**config.mk**
```make
export PLATFORM = sky130hd
export DESIGN_NAME = stream_pass_sequencer
export DESIGN_NICKNAME = d
export VERILOG_FILES = /design/src/rtl/stream_pass_pkg.sv /design/src/rtl/axis_sync_fifo.sv /design/src/rtl/stream_pass_sequencer.sv
export SDC_FILE = /design/constraint.sdc
export NUM_CORES = 1
export LEC_CHECK = 0
export BUFFER_PORTS_ARGS = -buffer_cell sky130_fd_sc_hd__buf_4
export CAP_MARGIN = 20
export CORE_ASPECT_RATIO = 0.7
export CORE_MARGIN = 2
export CORE_UTILIZATION = 35
export CTS_CLUSTER_SIZE = 30
export DETAILED_ROUTE_END_ITERATION = 8
export GPL_TIMING_DRIVEN = 0
export PLACE_DENSITY_LB_ADDON = 0.12
export SLEW_MARGIN = 20
export SYNTH_ARGS = -nofsm -noshare
export SYNTH_HDL_FRONTEND = slang
export SYNTH_SLANG_ARGS = --single-unit
```
**constraint.sdc**
```tcl
create_clock -name clk -period 5.3 [get_ports clk]
set_input_delay 0.265 -clock clk [delete_from_list [all_inputs] [get_ports clk]]
set_output_delay 0.265 -clock clk [all_outputs]
set_load 0.02 [all_outputs]
```
**src/rtl/stream_pass_pkg.sv**
```systemverilog
// Shared types and width helpers for the multi-pass stream sequencer.
// Holds the FSM state enum, default geometry and clog2-based width helpers.
package stream_pass_pkg;

    typedef enum logic [1:0] {
        IDLE,
        RUN,
        WAIT
    } state_t;

    localparam int DEF_IMG_W    = 512;
    localparam int DEF_IMG_H    = 512;
    localparam int FRAME_PIXELS = DEF_IMG_W * DEF_IMG_H;

    // Counter width for a modulus n, never narrower than one bit.
    function automatic int width_of(input int n);
        return (n > 1) ? $clog2(n) : 1;
    endfunction

    function automatic int frame_pixels(input int w, input int h);
        return w * h;
    endfunction

endpackage

```
**src/rtl/axis_sync_fifo.sv**
```systemverilog
// Synchronous first-word-fall-through FIFO with an occupancy count.
// Ports: clk, rst, wr_en/wr_data, rd_en/rd_data (head), full, empty, count.
module axis_sync_fifo #(
    parameter int DATA_W = 24,
    parameter int DEPTH  = 64
) (
    input  logic                       clk,
    input  logic                       rst,
    input  logic                       wr_en,
    input  logic [DATA_W-1:0]          wr_data,
    input  logic                       rd_en,
    output logic [DATA_W-1:0]          rd_data,
    output logic                       full,
    output logic                       empty,
    output logic [$clog2(DEPTH):0]     count
);

    localparam int AW = $clog2(DEPTH);
    localparam int CW = AW + 1;

    logic [DATA_W-1:0] mem [DEPTH];
    logic [AW-1:0]     wptr;
    logic [AW-1:0]     rptr;
    logic [CW-1:0]     cnt;
    logic              do_wr;
    logic              do_rd;

    assign empty   = (cnt == '0);
    assign full    = (cnt == CW'(DEPTH));
    assign count   = cnt;
    assign rd_data = mem[rptr];

    // A read frees the slot this cycle, so a write at full still lands.
    assign do_rd = rd_en && !empty;
    assign do_wr = wr_en && (!full || do_rd);

    always_ff @(posedge clk) begin
        if (rst) begin
            wptr <= '0;
            rptr <= '0;
            cnt  <= '0;
        end else begin
            if (do_wr) wptr <= wptr + 1'b1;
            if (do_rd) rptr <= rptr + 1'b1;
            unique case ({do_wr, do_rd})
                2'b10:   cnt <= cnt + 1'b1;
                2'b01:   cnt <= cnt - 1'b1;
                default: cnt <= cnt;
            endcase
        end
    end

    always_ff @(posedge clk) begin
        if (do_wr) mem[wptr] <= wr_data;
    end

endmodule

```
**src/rtl/stream_pass_sequencer.sv**
```systemverilog
// Multi-pass frame sequencer: one input frame per pass, per-pass clock enables,
// buffered final-pass output with TLAST generation, input TLAST checking.
// Ports: clk, rst, enable; s_* input stream; pass_done, stage_en, pass_idx;
// proc_* final-stage results; m_* output stream; frame_done, tlast_err, ovf_err.
module stream_pass_sequencer
    import stream_pass_pkg::*;
#(
    parameter int DATA_W     = 24,
    parameter int IMG_W      = DEF_IMG_W,
    parameter int IMG_H      = DEF_IMG_H,
    parameter int NUM_PASSES = 2,
    parameter int FIFO_DEPTH = 64,
    parameter int PF_THRESH  = 48,
    parameter bit REPEAT_ALL = 1'b0
) (
    input  logic                             clk,
    input  logic                             rst,
    input  logic                             enable,
    input  logic [DATA_W-1:0]                s_tdata,
    input  logic                             s_tvalid,
    input  logic                             s_tlast,
    output logic                             s_tready,
    input  logic [NUM_PASSES-1:0]            pass_done,
    output logic [NUM_PASSES-1:0]            stage_en,
    output logic [width_of(NUM_PASSES)-1:0]  pass_idx,
    input  logic                             proc_tvalid,
    input  logic [DATA_W-1:0]                proc_tdata,
    output logic [DATA_W-1:0]                m_tdata,
    output logic                             m_tvalid,
    input  logic                             m_tready,
    output logic                             m_tlast,
    output logic                             frame_done,
    output logic                             tlast_err,
    output logic                             ovf_err
);

    localparam int FRAME = frame_pixels(IMG_W, IMG_H);
    localparam int CW    = width_of(FRAME);
    localparam int PW    = width_of(NUM_PASSES);
    localparam int FCW   = $clog2(FIFO_DEPTH) + 1;

    localparam logic [CW-1:0]  LAST_PIX   = CW'(FRAME - 1);
    localparam logic [PW-1:0]  FINAL_PASS = PW'(NUM_PASSES - 1);
    localparam logic [FCW-1:0] PF         = FCW'(PF_THRESH);

    state_t                state;
    state_t                state_d;
    logic [PW-1:0]         pass_q;
    logic [PW-1:0]         pass_d;
    logic                  in_done;
    logic                  in_done_d;
    logic [CW-1:0]         in_cnt;
    logic [CW-1:0]         out_cnt;
    logic [FCW-1:0]        fifo_count;
    logic                  fifo_full;
    logic                  fifo_empty;
    logic [NUM_PASSES-1:0] stage_en_d;
    logic                  final_pass;
    logic                  in_fire;
    logic                  in_last;
    logic                  in_end;
    logic                  out_fire;
    logic                  out_end;
    logic                  unused_ok;

    // Pixel data is routed to the stages by the parent; the final pass has no done.
    assign unused_ok = ^{s_tdata, pass_done[NUM_PASSES-1]};

    assign final_pass = (pass_q == FINAL_PASS);
    assign pass_idx   = pass_q;

    assign s_tready = enable && (state == RUN)
                   && !(final_pass && (fifo_count >= PF))
                   && !(final_pass && in_done);

    assign in_fire = s_tvalid && s_tready;
    assign in_last = (in_cnt == LAST_PIX);
    // Early s_tlast closes the frame exactly like the last pixel does.
    assign in_end  = in_fire && (in_last || s_tlast);

    assign m_tvalid = !fifo_empty;
    assign out_fire = m_tvalid && m_tready;
    assign m_tlast  = m_tvalid && (out_cnt == LAST_PIX);
    assign out_end  = out_fire && (out_cnt == LAST_PIX);

    axis_sync_fifo #(
        .DATA_W (DATA_W),
        .DEPTH  (FIFO_DEPTH)
    ) u_fifo (
        .clk     (clk),
        .rst     (rst),
        .wr_en   (proc_tvalid),
        .wr_data (proc_tdata),
        .rd_en   (m_tready),
        .rd_data (m_tdata),
        .full    (fifo_full),
        .empty   (fifo_empty),
        .count   (fifo_count)
    );

    always_ff @(posedge clk) begin
        if (rst) begin
            state   <= IDLE;
            pass_q  <= '0;
            in_done <= 1'b0;
        end else begin
            state   <= state_d;
            pass_q  <= pass_d;
            in_done <= in_done_d;
        end
    end

    always_comb begin
        state_d   = state;
        pass_d    = pass_q;
        in_done_d = in_done;
        unique case (state)
            IDLE: begin
                if (enable) begin
                    state_d = RUN;
                    pass_d  = '0;
                end
            end
            RUN: begin
                if (!final_pass) begin
                    if (in_end) state_d = WAIT;
                end else begin
                    if (in_end) in_done_d = 1'b1;
                    if (out_end) begin
                        in_done_d = 1'b0;
                        if (REPEAT_ALL) pass_d = '0;
                    end
                end
            end
            WAIT: begin
                if (pass_done[pass_q]) begin
                    state_d = RUN;
                    pass_d  = pass_q + 1'b1;
                end
            end
            default: state_d = IDLE;
        endcase
    end

    always_comb begin
        stage_en_d = '0;
        for (int k = 0; k < NUM_PASSES; k++) begin
            stage_en_d[k] = enable && (state != IDLE) && (pass_q == PW'(k));
        end
    end

    always_ff @(posedge clk) begin
        if (rst) begin
            in_cnt     <= '0;
            out_cnt    <= '0;
            stage_en   <= '0;
            frame_done <= 1'b0;
            tlast_err  <= 1'b0;
            ovf_err    <= 1'b0;
        end else begin
            stage_en   <= stage_en_d;
            frame_done <= out_end;
            if (in_fire) in_cnt <= in_end ? '0 : in_cnt + 1'b1;
            if (out_fire) out_cnt <= out_end ? '0 : out_cnt + 1'b1;
            if (in_fire && (s_tlast != in_last)) tlast_err <= 1'b1;
            // Dropped only when no read frees a slot this cycle.
            if (proc_tvalid && fifo_full && !out_fire) ovf_err <= 1'b1;
        end
    end

endmodule

```
==> qor.yml, run 1 <==
run_status:
  status: "finished clean"
logic_synthesis:
  synth_edf_count: 1536
  ys_seq_area_share_pct: 76.72
  yosys_warnings: 0
  ys_async_sr_fraction_pct: 0
  ys_dominant_reg_cell: "edfxtp_1"
  ys_seq_elements: 1606
  synthesis.area_sq_um: 61940
  synth_nets: 3042
  syn_inst: 2979
  ys_types: 71
  synth.avg_cell_area_sq_um: 20.79
floorplanning:
  num_rows: 129
  start_util_pct: 35.14
  die_area_sq_um: 180400
  io_pins: 90
  die_w_um: 506.8
  die_h_um: 356.0
  core_area_sq_um: 176300
setup_path:
  cpPeakStageDelay_ps: 790
  cp-start-kind: "register"
  arrival_ps: 5030
  r2r_slack_ps: 1360
  r2r_end: "u_fifo.mem[51][6]"
  cp_cell_sequence: "buf_4 -> buf_2 -> buf_2 -> nand2b_1 -> o22ai_1 -> a2111oi_1 -> mux2_2 -> buf_4"
  required_ps: 5040
  reg2reg_depth: 7
  cp-end-kind: "primary output"
  crit_path_top_delay_cell: "a2111oi_1"
  worstPathMaxFanout: 10
  r2r-start: "u_fifo.count[4]"
  worstSetupPathType: "register to primary output"
placement:
  gp_congestion: 0.8354
  io_buffers: 64
  dp.cells: 5475
  dp_hpwl_mm: 131.0
  dpl_cell_area_sq_um: 67800
  pre_cts_slack_ps: 629.4
flow_run:
  maxCapViolations: 0
drt:
  wl_per_cell_um: 33.53
  dr_total_vias: 32646
  route.detailed.drc: 0
  ant_nets: 0
  drtPass1Iterations: 6
  drtIter0Drc: 4484
  drt-vias-per-instance: 5.640
  totalWireLength_mm: 194.1
sta:
  rsz0062_at_grt: "no"
  post-route-min-period_ps: 5293
  clock.fmax_ghz: 0.1889
  setup_viol_count_final: 0
  relSlewSlack_pct: 20.47
  worst_slack_ps: 6.537
  hold_viol_final: 0
  tightest_slew_ps: 1193
  drv_slew: 0
  finalSetupTns_ps: 0
  period_share_pct: 99.88
  skew_ps: 32.03
clock_network:
  htreeDepth: 4
  numCtsBuffers: 160
  cts_root_buf: "clkbuf_16"
  cts.clk_slew.worst_paths_ps: 60
  clock-sinks: 1606
  cts_tree: "yes"
  post_cts_buffers: 0
  clockBufferDepth: 3
  clkLatencyLatePin_ps: 810
final_layout:
  drive_above_1_share_pct: 27.02
  area_delta_synth_final_pct: 17.59
  fin_area_sq_um: 72840
  nets: 3359
  finalNonFillerCells: 5788
power_and_ir_drop:
  power_mw: 28.94
  ir_drop_mv: 0.3410
  leakagePower_nw: 22.06
  powerDensity_nw_per_um2: 397.3
global_routing:
  grt-busiest-layer: "met1"
  use_met2_pct: 30.37
  grt_overflow_total: 0
  track_usage_pct: 21.36
  grt_pass1_wl_mm: 264.6
  antenna_found_initial: 10
  gr-usage-met3_pct: 5.026
  grt_max_degree: 65
  grt_pass1_vias: 32165
  grtUsageMet1_pct: 32.82
worst_hold_path:
  hold_class: "primary input to register"
  hold_start: "proc_tdata[3]"
  min_path_cells: 1
  min_to: "u_fifo.mem[2][3]"
==> synthesized netlist by cell type, drive strengths merged, types with 17 or more instances <==
cell | number | area, sq um
a21oi | 30 | 150.1
edfxtp | 1536 | 46120
o21ai | 17 | 85.08
nand4 | 20 | 125.1
mux4 | 350 | 7883
mux2 | 35 | 394.1
o22ai | 64 | 400.4
a211oi | 19 | 142.6
nand2 | 91 | 341.6
dfxtp | 70 | 1401
nor2b | 26 | 162.7
a22oi | 41 | 307.8
mux2i | 84 | 840.8
nand3 | 50 | 250.2
buf | 110 | 633.1
nor2 | 152 | 570.6
clkbuf | 46 | 173.9
xor2 | 35 | 306.5
==> worst max path at each step <==
stage          depth (start not counted)            endpoint  slack, ps
2_1_floorplan                          7   u_fifo.mem[27][0]       2350
3_3_place_gp                           6  u_fifo.mem[48][20]       -140
3_5_place_dp                           8          m_tdata[9]        630
4_1_cts                                8         m_tdata[23]         10
5_1_grt                                8         m_tdata[23]          2
6_report                               8         m_tdata[23]          7
==> power by group <==
group	switching [mW]	total, mW	internal [mW]
clock	4.86	10.7	5.86
sequential	0.0515	14.0	14.0
combinational	2.55	4.18	1.64
==> cells in the final DEF, fill, tap and decap left out, types with 64 or more instances in the layout <==
cell type,n
nand2_1,90
clkbuf_1,78
nor2_1,88
mux4_2,350
clkbuf_16,163
edfxtp_1,1536
nor2_4,64
dfxtp_1,70
mux2i_1,84
buf_4,83
o22ai_1,64
==> layer usage <==
layer  vias to the layer above  wire length (um)
met1                     17750             89090
met2                      1537             82390
met5                         -               103
met3                       239             18390
li1                      13116                 -
met4                         4              4077
==> cell families (layout without fill, tap and decap cells) <==
family / count (synthesis) / after routing / synth area share, %
flip-flops: 1606 / 1606 / 76.72
AO/OA/AOI/OAI: 263 / 263 / 3.095
buffers and inverters: 165 / 613 / 1.357
multiplexers: 469 / 469 / 14.72
adder cells (fa/ha/maj): 6 / 6 / 0.1212
XOR/XNOR: 44 / 44 / 0.6221
AND/OR/NAND/NOR: 426 / 426 / 3.361
other: 0 / 3 / 0
==> what timing repair did <==
item	in CTS	in global routing
gates resized for setup	3	2
hold buffers	15	0
pin swaps	0	0
setup endpoints to repair	5	3
hold endpoints to repair	105	0
==> layout make-up <==
class / count / area [sq um]
flip-flops and latches: 1606 / 47530
clock inverters: 89 / 594.3
plain buffers: 156 / 829.5
inverters: 9 / 33.78
well taps: 2358 / 2950
multi-input cells: 1208 / 14090
repair buffers: 155 / 2574
diodes: 3 / 7.507
clock buffers: 204 / 4237
fillers: 15393 / 103400
==> state kept, by name, indices dropped and copies added (netlist names), 2 cells and up, named ones only <==
register	flops
in_cnt	18
u_fifo.mem	1536
state	2
u_fifo.wptr	6
stage_en	2
u_fifo.count	7
u_fifo.rptr	6
out_cnt	18
==> metrics by stage <==
step                utilization [%]  hold slack (ps)
floorplan                         -            363.9
global placement              37.09            467.9
detailed placement            38.47            469.5
CTS                           41.30            1.956
global route                  41.32            42.22
finish                        41.33            34.91
==> worst max-delay path: cells and delay by family, from the launching register on <==
kind | cells | cell delay [ps]
buffers and inverters | 4 | 1530
AOI/OAI and AO/OA | 2 | 1050
and+or+nand+nor | 1 | 760
DFF | 1 | 520
muxes | 1 | 360
Note: power is estimated with default switching activity, not from simulation.
==> run 2, diff against run 1 <==
Settings changed: CELL_PAD_IN_SITES_DETAIL_PLACEMENT from default to 1, CELL_PAD_IN_SITES_GLOBAL_PLACEMENT from default to 2.
==> run 2 against run 1 <==
  * Highest routed layer is now met4
  * Die area did not move
  * Critical endpoint is now m_tdata[13]
  * Fmax rose by 1.3%
  * Non-clock buffer count rose by 1
==> qor.yml, run 2 (synthesis gave the netlist of run 1 again) <==
run_status:
  status: "finished clean"
final_layout:
  area_delta_synth_final_pct: 17.89
  largest_register_ffs: 1536  # unchanged
  layout_commonest_cell: "edfxtp_1"
  final_cell_mix: "edfxtp_1, mux4_2, clkbuf_16"
  nets: 3362  # +0.089%
  fill_cells: 16523  # +7.3%
  multiInputGateArea_sq_um: 14110  # +0.17%
  reg_top3: "u_fifo.mem: 1536 flops, in_cnt: 18 flops, out_cnt: 18 flops"
  top_register: "u_fifo.mem"
  register_area_sq_um: 47530  # unchanged
  fin_area_sq_um: 73030  # +0.25%
  fin_util_pct: 41.43  # +0.11 points
  drive_above_1_share_pct: 27.61  # +0.59 points
floorplanning:
  core_area_sq_um: 176300  # unchanged
  die_h_um: 356.0  # unchanged
  start_util_pct: 35.14  # unchanged
  num_rows: 129  # unchanged
  die_w_um: 506.8  # unchanged
  io_pins: 90  # unchanged
  die_area_sq_um: 180400  # unchanged
sta:
  period_share_pct: 98.62  # -1.3 points
  setup_viol_count_final: 0  # unchanged
  clock.fmax_ghz: 0.1913  # +1.3%
  tightest_slew_ps: 1177  # -15.98 ps
  drv_slew: 0  # unchanged
  finalSetupTns_ps: 0  # unchanged
  hold_viol_final: 0  # unchanged
  fin_hold_ws_ps: 29.48  # -5.437 ps
  rsz0062_at_grt: "no"
  relSlewSlack_pct: 21.54  # +1.1 points
  skew_ps: 30.38  # -1.655 ps
  post-route-min-period_ps: 5227  # -66.86 ps
placement:
  gp_congestion: 0.8002  # -4.2%
  dp_hpwl_mm: 133.8  # +2.1%
  dpl_cell_area_sq_um: 67790  # about the same
  io_buffers: 64  # unchanged
setup_path:
  worstSetupPathType: "register to primary output"
  crit_end: "m_tdata[13]"
  cp-start-kind: "register"
  worstPathMaxFanout: 10  # unchanged
  r2r_slack_ps: 1290  # -70 ps
  reg2reg_depth: 7  # unchanged
  cp-end-kind: "primary output"
  arrival_ps: 4960  # -70 ps
  r2r-start: "u_fifo.count[4]"
  r2r_end: "u_fifo.mem[59][8]"
  required_ps: 5040  # about the same
global_routing:
  grt_max_degree: 65  # unchanged
  grt_overflow_total: 0  # unchanged
  antenna_found_initial: 11  # +1
  track_usage_pct: 22.05  # +0.69 points
  grt_pass1_vias: 33100  # +2.9%
  grt_pass1_wl_mm: 273.5  # +3.4%
drt:
  drt-vias-per-instance: 5.588  # -0.92%
  drtIter0Drc: 3895  # -13%
  drtPass1Iterations: 7  # +1
  route.detailed.drc: 0  # unchanged
  wl_per_cell_um: 34.33  # +2.4%
  dr_total_vias: 32328  # -0.97%
  totalWireLength_mm: 198.6  # +2.3%
  ant_nets: 0  # unchanged
power_and_ir_drop:
  p_int_mw: 21.99  # +2.4%
  swShare_pct: 25.23  # -0.55 points
  seq_power_share_pct: 47.7  # -0.8 points
  power.switching_mw: 7.419  # -0.56%
  leakagePower_nw: 22.15  # +0.40%
  power.share.clock_pct: 38.3  # +1.3 points
  power_mw: 29.41  # +1.6%
  powerDensity_nw_per_um2: 402.7  # +1.4%
  ir_drop_mv: 0.2723  # -20%
  p_comb_share_pct: 13.9  # -0.6 points
clock_network:
  clock-sinks: 1606  # unchanged
  clockBufferDepth: 3  # unchanged
  numCtsBuffers: 162  # +1.3%
  clkLatencyLatePin_ps: 810  # about the same
  post_cts_buffers: 0  # unchanged
  htreeDepth: 4  # unchanged
  cts_root_buf: "clkbuf_16"
  cts.clk_slew.worst_paths_ps: 70  # about the same
  cts_tree: "yes"
worst_hold_path:
  hold_class: "primary input to register"
flow_run:
  maxCapViolations: 0  # unchanged
-- run 2: cell types whose count changed in the layout (fill, tap and decap cells not counted), sizes merged --
cell         change
inv              -5
clkinv           +2
clkinvlp         +1
diode            +1
clkbuf          -13
dlygate4sd3      -4
buf              +7
bufinv           +8
-- run 2: power by group through the flow --
stage               clock network (mW)  registers, mW  logic [mW]
floorplan                            0           14.3        2.44
global placement                     0           14.3        4.06
detailed placement                   0           14.3        4.17
CTS                               11.5           14.0        4.18
global route                      11.9           14.0        4.34
finish                            11.3           14.0        4.10
-- run 2: worst min path at each step --
stage / startpoint / to / cells past startpoint
6_report: proc_tdata[11] / u_fifo.mem[4][11] / 1
5_1_grt: proc_tdata[11] / u_fifo.mem[4][11] / 1
4_1_cts: proc_tdata[6] / u_fifo.mem[44][6] / 1
2_1_floorplan: proc_tdata[0] / u_fifo.mem[0][0] / 0
3_3_place_gp: ovf_err / ovf_err / 2
3_5_place_dp: in_cnt[1] / in_cnt[1] / 2
-- run 2: final cells by class --
type                       instances  share of cell area, %
antenna                            4                0.01371
buffer                           155                  1.119
clock buffer                     193                  5.927
clock inverter                    95                  1.052
inverter                           9                0.04626
multi-input combinational       1208                  19.33
sequential                      1606                  65.08
tap                             2358                  4.040
timing repair buffer             157                  3.396
-- run 2: repair_timing --
item	in CTS	in global routing
hold buffers	11	0
endpoints found under the hold margin	75	0
gates resized for setup	5	3
endpoints found under the setup margin	12	1
-- run 2: layer usage --
metal / global-route usage (%) / vias to the layer above / share of wire (%)
met4: 4.591 / 0 / 1.9
met3: 4.129 / 241 / 7.0
li1: - / 13110 / -
met2: 32.44 / 1179 / 44
met1: 34.02 / 17798 / 47
met5: 0 / - / 0
-- run 2: worst max-delay path, cell delays in order (launching register included) --
cell	delay (ps)
dfxtp_1	590
buf_2	350
buf_2	340
clkbuf_1	890
nand2_2	590
o22ai_1	550
a211oi_1	180
a221o_1	410
buf_4	200
-- run 2: through the flow --
step           cells  setup slack, ps
3_3_place_gp    5401           -421.5
6_report        5785            73.39
3_5_place_dp    5483            558.2
5_1_grt         5782            17.10
4_1_cts         5781            25.35
2_1_floorplan   2979             2355
